===== config.mk =====
export PLATFORM = sky130hd
export DESIGN_NAME = bcd_entry_flat
export DESIGN_NICKNAME = d
export VERILOG_FILES = /design/src/rtl/bcd_entry_if.sv /design/src/rtl/bcd_entry.sv /design/src/flat_wrapper.sv
export SDC_FILE = /design/constraint.sdc
export NUM_CORES = 1
export LEC_CHECK = 0
export CORE_MARGIN = 2
export CORE_UTILIZATION = 30
export CTS_CLUSTER_DIAMETER = 100
export DETAILED_ROUTE_END_ITERATION = 6
export GPL_ROUTABILITY_DRIVEN = 0
export PLACE_DENSITY_LB_ADDON = 0.2
export RECOVER_POWER = 50
export SYNTH_ARGS = -nofsm -noshare
export SYNTH_HDL_FRONTEND = slang
export SYNTH_SLANG_ARGS = --single-unit

===== constraint.sdc =====
create_clock -name clk -period 4.6 [get_ports clk]
set_input_delay 0.69 -clock clk [delete_from_list [all_inputs] [get_ports clk]]
set_output_delay 0.69 -clock clk [all_outputs]
set_load 0.02 [all_outputs]

===== src/rtl/bcd_entry_if.sv =====
// Keypad-entry bus for bcd_entry: key strobes and limit in, accepted value,
// pulses and pending-entry display out.
interface bcd_entry_if;
  logic [3:0] dig;
  logic       dig_vld;
  logic       ent;
  logic       clr;
  logic [4:0] maxv;
  logic [4:0] val;
  logic       val_vld;
  logic       err;
  logic       tout;
  logic [1:0] ndig;
  logic [3:0] disp_bcd1;
  logic [3:0] disp_bcd0;

  modport master (
    output dig, dig_vld, ent, clr, maxv,
    input  val, val_vld, err, tout, ndig, disp_bcd1, disp_bcd0
  );

  modport slave (
    input  dig, dig_vld, ent, clr, maxv,
    output val, val_vld, err, tout, ndig, disp_bcd1, disp_bcd0
  );
endinterface


===== src/rtl/bcd_entry.sv =====
// Two-digit BCD keypad entry to 5-bit binary with range/limit check.
// Optional inactivity timeout enabled by defining ENTRY_TIMEOUT_EN.
module bcd_entry #(
  parameter logic [31:0] TIMEOUT_CYC = 32'd50_000_000
) (
  input logic       clk,
  input logic       rst_n,
  bcd_entry_if.slave bus
);

  typedef enum logic [1:0] {IDLE, ONE, TWO, CHECK} state_t;

  state_t     state_q, state_d;
  logic [3:0] tens_q, tens_d, units_q, units_d;
  logic [4:0] val_q, val_d;
  logic       val_vld_q, val_vld_d;
  logic       err_q, err_d;
  logic [1:0] ndig_q, ndig_d;
  logic [3:0] disp1_q, disp1_d, disp0_q, disp0_d;
  logic [6:0] bin;
  logic       dig_ok;

  if (TIMEOUT_CYC == 32'd0) begin : g_bad_cfg
    $error("bcd_entry: TIMEOUT_CYC must be non-zero");
  end

  assign dig_ok = bus.dig_vld && (bus.dig <= 4'd9);
  assign bin    = ({3'b000, tens_q} * 7'd10) + {3'b000, units_q};

`ifdef ENTRY_TIMEOUT_EN
  logic [31:0] timer_q, timer_d;
  logic        tout_q, tout_d;
  logic        expire;
  assign expire = (timer_q == (TIMEOUT_CYC - 32'd1));
`endif

  always_comb begin
    state_d   = state_q;
    tens_d    = tens_q;
    units_d   = units_q;
    val_d     = val_q;
    val_vld_d = 1'b0;
    err_d     = 1'b0;
`ifdef ENTRY_TIMEOUT_EN
    timer_d   = timer_q;
    tout_d    = 1'b0;
`endif
    if (state_q == CHECK) begin
      state_d = IDLE;
      tens_d  = '0;
      units_d = '0;
      if (!bus.clr) begin
        if ((bin <= 7'd31) && (bin <= {2'b00, bus.maxv})) begin
          val_d     = bin[4:0];
          val_vld_d = 1'b1;
        end else begin
          err_d = 1'b1;
        end
      end
    end else if (bus.clr) begin
      state_d = IDLE;
      tens_d  = '0;
      units_d = '0;
    end else if (bus.ent) begin
      // ENT in IDLE is swallowed, but still masks a digit strobe in that cycle
      if (state_q != IDLE) state_d = CHECK;
    end else if (dig_ok && (state_q != TWO)) begin
      units_d = bus.dig;
      tens_d  = (state_q == IDLE) ? 4'd0 : units_q;
      state_d = (state_q == IDLE) ? ONE : TWO;
`ifdef ENTRY_TIMEOUT_EN
      timer_d = '0;
`endif
    end else if (state_q != IDLE) begin
`ifdef ENTRY_TIMEOUT_EN
      if (expire) begin
        state_d = IDLE;
        tens_d  = '0;
        units_d = '0;
        tout_d  = 1'b1;
      end else begin
        timer_d = timer_q + 32'd1;
      end
`endif
    end

    // Display/NDIG are registered from the next state so they track it exactly
    ndig_d  = 2'd0;
    disp1_d = 4'd0;
    disp0_d = 4'd0;
    case (state_d)
      ONE: begin
        ndig_d  = 2'd1;
        disp0_d = units_d;
      end
      TWO: begin
        ndig_d  = 2'd2;
        disp1_d = tens_d;
        disp0_d = units_d;
      end
      default: ;
    endcase
  end

  always_ff @(posedge clk or negedge rst_n) begin
    if (!rst_n) begin
      state_q   <= IDLE;
      tens_q    <= '0;
      units_q   <= '0;
      val_q     <= '0;
      val_vld_q <= 1'b0;
      err_q     <= 1'b0;
      ndig_q    <= '0;
      disp1_q   <= '0;
      disp0_q   <= '0;
    end else begin
      state_q   <= state_d;
      tens_q    <= tens_d;
      units_q   <= units_d;
      val_q     <= val_d;
      val_vld_q <= val_vld_d;
      err_q     <= err_d;
      ndig_q    <= ndig_d;
      disp1_q   <= disp1_d;
      disp0_q   <= disp0_d;
    end
  end

`ifdef ENTRY_TIMEOUT_EN
  always_ff @(posedge clk or negedge rst_n) begin
    if (!rst_n) begin
      timer_q <= '0;
      tout_q  <= 1'b0;
    end else begin
      timer_q <= timer_d;
      tout_q  <= tout_d;
    end
  end

  assign bus.tout = tout_q;
`else
  assign bus.tout = 1'b0;
`endif

  assign bus.val       = val_q;
  assign bus.val_vld   = val_vld_q;
  assign bus.err       = err_q;
  assign bus.ndig      = ndig_q;
  assign bus.disp_bcd1 = disp1_q;
  assign bus.disp_bcd0 = disp0_q;

endmodule


===== src/flat_wrapper.sv =====
// flat-port wrapper written by rule: the top's interface ports become plain ports
module bcd_entry_flat 
#(
  parameter logic [31:0] TIMEOUT_CYC = 32'd50_000_000
)
  (clk, rst_n, bus_dig, bus_dig_vld, bus_ent, bus_clr, bus_maxv, bus_val, bus_val_vld, bus_err, bus_tout, bus_ndig, bus_disp_bcd1, bus_disp_bcd0);
  bcd_entry_if bus_i ();
  input logic clk;
  input logic rst_n;
  input wire logic [$bits(bus_i.dig)-1:0] bus_dig;
  input wire logic [$bits(bus_i.dig_vld)-1:0] bus_dig_vld;
  input wire logic [$bits(bus_i.ent)-1:0] bus_ent;
  input wire logic [$bits(bus_i.clr)-1:0] bus_clr;
  input wire logic [$bits(bus_i.maxv)-1:0] bus_maxv;
  output wire logic [$bits(bus_i.val)-1:0] bus_val;
  output wire logic [$bits(bus_i.val_vld)-1:0] bus_val_vld;
  output wire logic [$bits(bus_i.err)-1:0] bus_err;
  output wire logic [$bits(bus_i.tout)-1:0] bus_tout;
  output wire logic [$bits(bus_i.ndig)-1:0] bus_ndig;
  output wire logic [$bits(bus_i.disp_bcd1)-1:0] bus_disp_bcd1;
  output wire logic [$bits(bus_i.disp_bcd0)-1:0] bus_disp_bcd0;
  assign bus_i.dig = bus_dig;
  assign bus_i.dig_vld = bus_dig_vld;
  assign bus_i.ent = bus_ent;
  assign bus_i.clr = bus_clr;
  assign bus_i.maxv = bus_maxv;
  assign bus_val = bus_i.val;
  assign bus_val_vld = bus_i.val_vld;
  assign bus_err = bus_i.err;
  assign bus_tout = bus_i.tout;
  assign bus_ndig = bus_i.ndig;
  assign bus_disp_bcd1 = bus_i.disp_bcd1;
  assign bus_disp_bcd0 = bus_i.disp_bcd0;
  bcd_entry #(.TIMEOUT_CYC(TIMEOUT_CYC)) u_core (.clk(clk), .rst_n(rst_n), .bus(bus_i));
endmodule

==> flow_summary.yaml <==
detailed_routing:
  drc: 0
  vias: 963
  vias_per_cell: 4.65
  dr.pass1.iters: 4
  drtIter0Drc: 23
  post_drt_wl_per_cell_um: 13.2
  drt_wl_total_um: 2730
  drtAntennaViolNets: 0
worst_setup_path:
  crit_type: "reg -> reg"
  path_max_fanout: 6
  cp-start-kind: "flip-flop"
  cp-end-kind: "flip-flop"
  cp.arrival_ns: 3.34
  required_ns: 4.77
clock_tree:
  cts_resized: 0
  cts.path.max_buffers: 2
  root_buffer: "clkbuf_8"
  cts_tree: "yes"
  clock_latency_ns: 0.27
  clock_sinks: 27
  clk_pin_slew_worst_paths_ns: 0.10
  htreeDepth: 1
  cts_made_buffers: 3
  hold_buffers: 0
  postCtsSetupBuffers: 0
floorplanning:
  initial_core_util: 0.318
  die_h_um: 72.6
  fp-row-count: 24
  die-width_um: 72.6
  core_area_mm2: 0.00444
  die-area_mm2: 0.00527
  ioPinCount: 32
synthesis:
  synth-seq-cells: 27
  yosysWarnings: 0
  synth_cells: 121
  yosysUniqueCellTypes: 30
  syn_nets: 150
  avgSynthCellArea_um2: 11.7
  seq_area_frac_synth: 0.479
  synth_area_mm2: 0.00141
global_route:
  antenna_found_initial: 0
  grt_pass1_vias: 1041
  grt_first_pass_wirelength_um: 4750
  grt_max_degree: 28
  overflow: 0
  grtUsageTotal: 0.117
min_path:
  hold_path_class: "reg -> reg"
placement:
  io_buffers: 30
  placed_cells: 203
  dpl.hpwl_um: 2150
sta:
  hold_viol: 0
  setup_tns_ns: 0
  rsz0062_at_grt: "no"
  slew_violations: 0
  final-setup-viol-count: 0
  relSlewSlack: 0.0307
  timing.hold.ws_ns: 0.521
  tightest_slew_ns: 1.45
  fin_crit_sh: 0.689
  fmax_ghz: 0.315
  period_needed_ns: 3.17
  skew_ns: 0.00149
cells_and_area:
  final_cell_mix: "dfrtp_1 (27), clkdlybuf4s50_1 (21), ha_1 (13), nor2_1 (12)"
  fin_nets: 185
  num_antenna_cells: 0
  syn_to_final_growth_pct: 29.3
  layout_commonest_cell: "dfrtp_1"
  instances_no_fill: 207
  drive_gt1_frac: 0.0839
job:
  maxCapViolCount: 0
power_and_ir_drop:
  peakVddDrop_v: 0.000143
  power_leakage_nw: 0.898
  p_per_area_mw_per_mm2: 270
status:
  status: "finished clean"
==> Yosys cell counts <==
master    instances  area (um2)
dfrtp_1          27         676
o22a_1            4        35.0
xor2_1            3        26.3
nand2b_1          1        6.26
o21ai_0           3        15.0
mux2_2            5        56.3
nand2_1           2        7.51
conb_1            1        3.75
nor3_1            2        10.0
a211o_1           1        8.76
nand3b_1          2        15.0
fa_1              2        40.0
a32oi_1           1        8.76
nor4bb_1          1        10.0
nor2_1           12        45.0
xnor2_1           4        35.0
and2_1            7        43.8
a211oi_1          2        15.0
a21o_1            2        15.0
buf_2             1        5.00
and3_1            2        12.5
a21oi_1           2        10.0
nor4b_2           1        15.0
buf_4             1        7.51
nor4_4            1        21.3
nor2b_1           4        25.0
ha_1             13         163
mux2i_1           4        40.0
or2_2             1        6.26
inv_1             9        33.8
==> worst max-delay path, cell delays in order, from the launching register on <==
cell and delay, ns:
dfrtp_1 0.41, ha_1 0.30, ha_1 0.34, a21oi_1 0.18, xnor2_1 0.16, ha_1 0.28
and3_1 0.15, a211oi_1 0.21, a32oi_1 0.14, nor4_4 0.49, mux2_2 0.38
==> cells by family (layout without fill, tap and decap cells) <==
family          after synthesis  after routing  synth area share
simple gates                 36             36             0.154
flops                        27             27             0.479
compound gates               15             15            0.0762
buf+inv                      11             45            0.0328
other cells                   1              1           0.00266
xor+xnor                      7              7            0.0434
mux                           9              9            0.0683
fa+ha+maj                    15             15             0.144
==> flip-flops by register name (all words and copies together), names as in the netlist <==
signal / flops
u_core.bus.val: 5
u_core.state_q: 2
u_core.bus.err: 1
u_core.bus.disp_bcd0: 4
u_core.bus.val_vld: 1
u_core.bus.ndig: 2
u_core.bus.disp_bcd1: 4
u_core.units_q: 4
u_core.tens_q: 4
==> stage by stage <==
stage / power (mW) / setup slack, ns / util / cell area, um2
CTS: 0.502 / 1.40 / 0.411 / 1830
finish: 0.493 / 1.43 / 0.410 / 1820
detailed placement: 0.362 / 1.44 / 0.400 / 1780
global placement: 0.360 / 1.51 / 0.400 / 1780
floorplan: 0.319 / 1.67 / - / 1410
global route: 0.523 / 1.26 / 0.410 / 1820
==> per-layer routing <==
layer	up-vias	GRT usage	wire length (um)
met5	-	0	0
met4	0	0.0309	17
met3	2	0.0207	112
met2	23	0.196	1290
met1	461	0.156	1310
li1	477	-	-
==> final cells by class <==
cell class              count  area (um2)
clock buffers               3        41.3
clock inverters             1        7.51
fillers                   430        2620
inverters                   9        33.8
multi-input cells          83         689
flip-flops and latches     27         676
well taps                  52        65.1
repair buffers             32         312
==> final timing paths <==
path | slack [ns] | end | depth (start not counted) | from
worst min-delay path | 0.52 | u_core.bus.val[1] | 1 | u_core.bus.val[1]
worst max-delay path | 1.43 | u_core.bus.val[2] | 10 | u_core.tens_q[0]
worst min register to register | 0.52 | u_core.bus.val[1] | 1 | u_core.bus.val[1]
worst max register to register | 1.43 | u_core.bus.val[2] | 10 | u_core.tens_q[0]
min in group asynchronous | 1.29 | u_core.bus.err | 2 | rst_n
max in group asynchronous | 2.47 | u_core.bus.disp_bcd1[2] | 2 | rst_n
==> report_power, final <==
group	leakage, nW	switching [mW]	internal (mW)
clock	0.0217	0.0769	0.0615
combinational	0.504	0.0511	0.0472
sequential	0.373	0.00865	0.247
total	0.898	0.137	0.356
(Power assumes the default switching activity.)
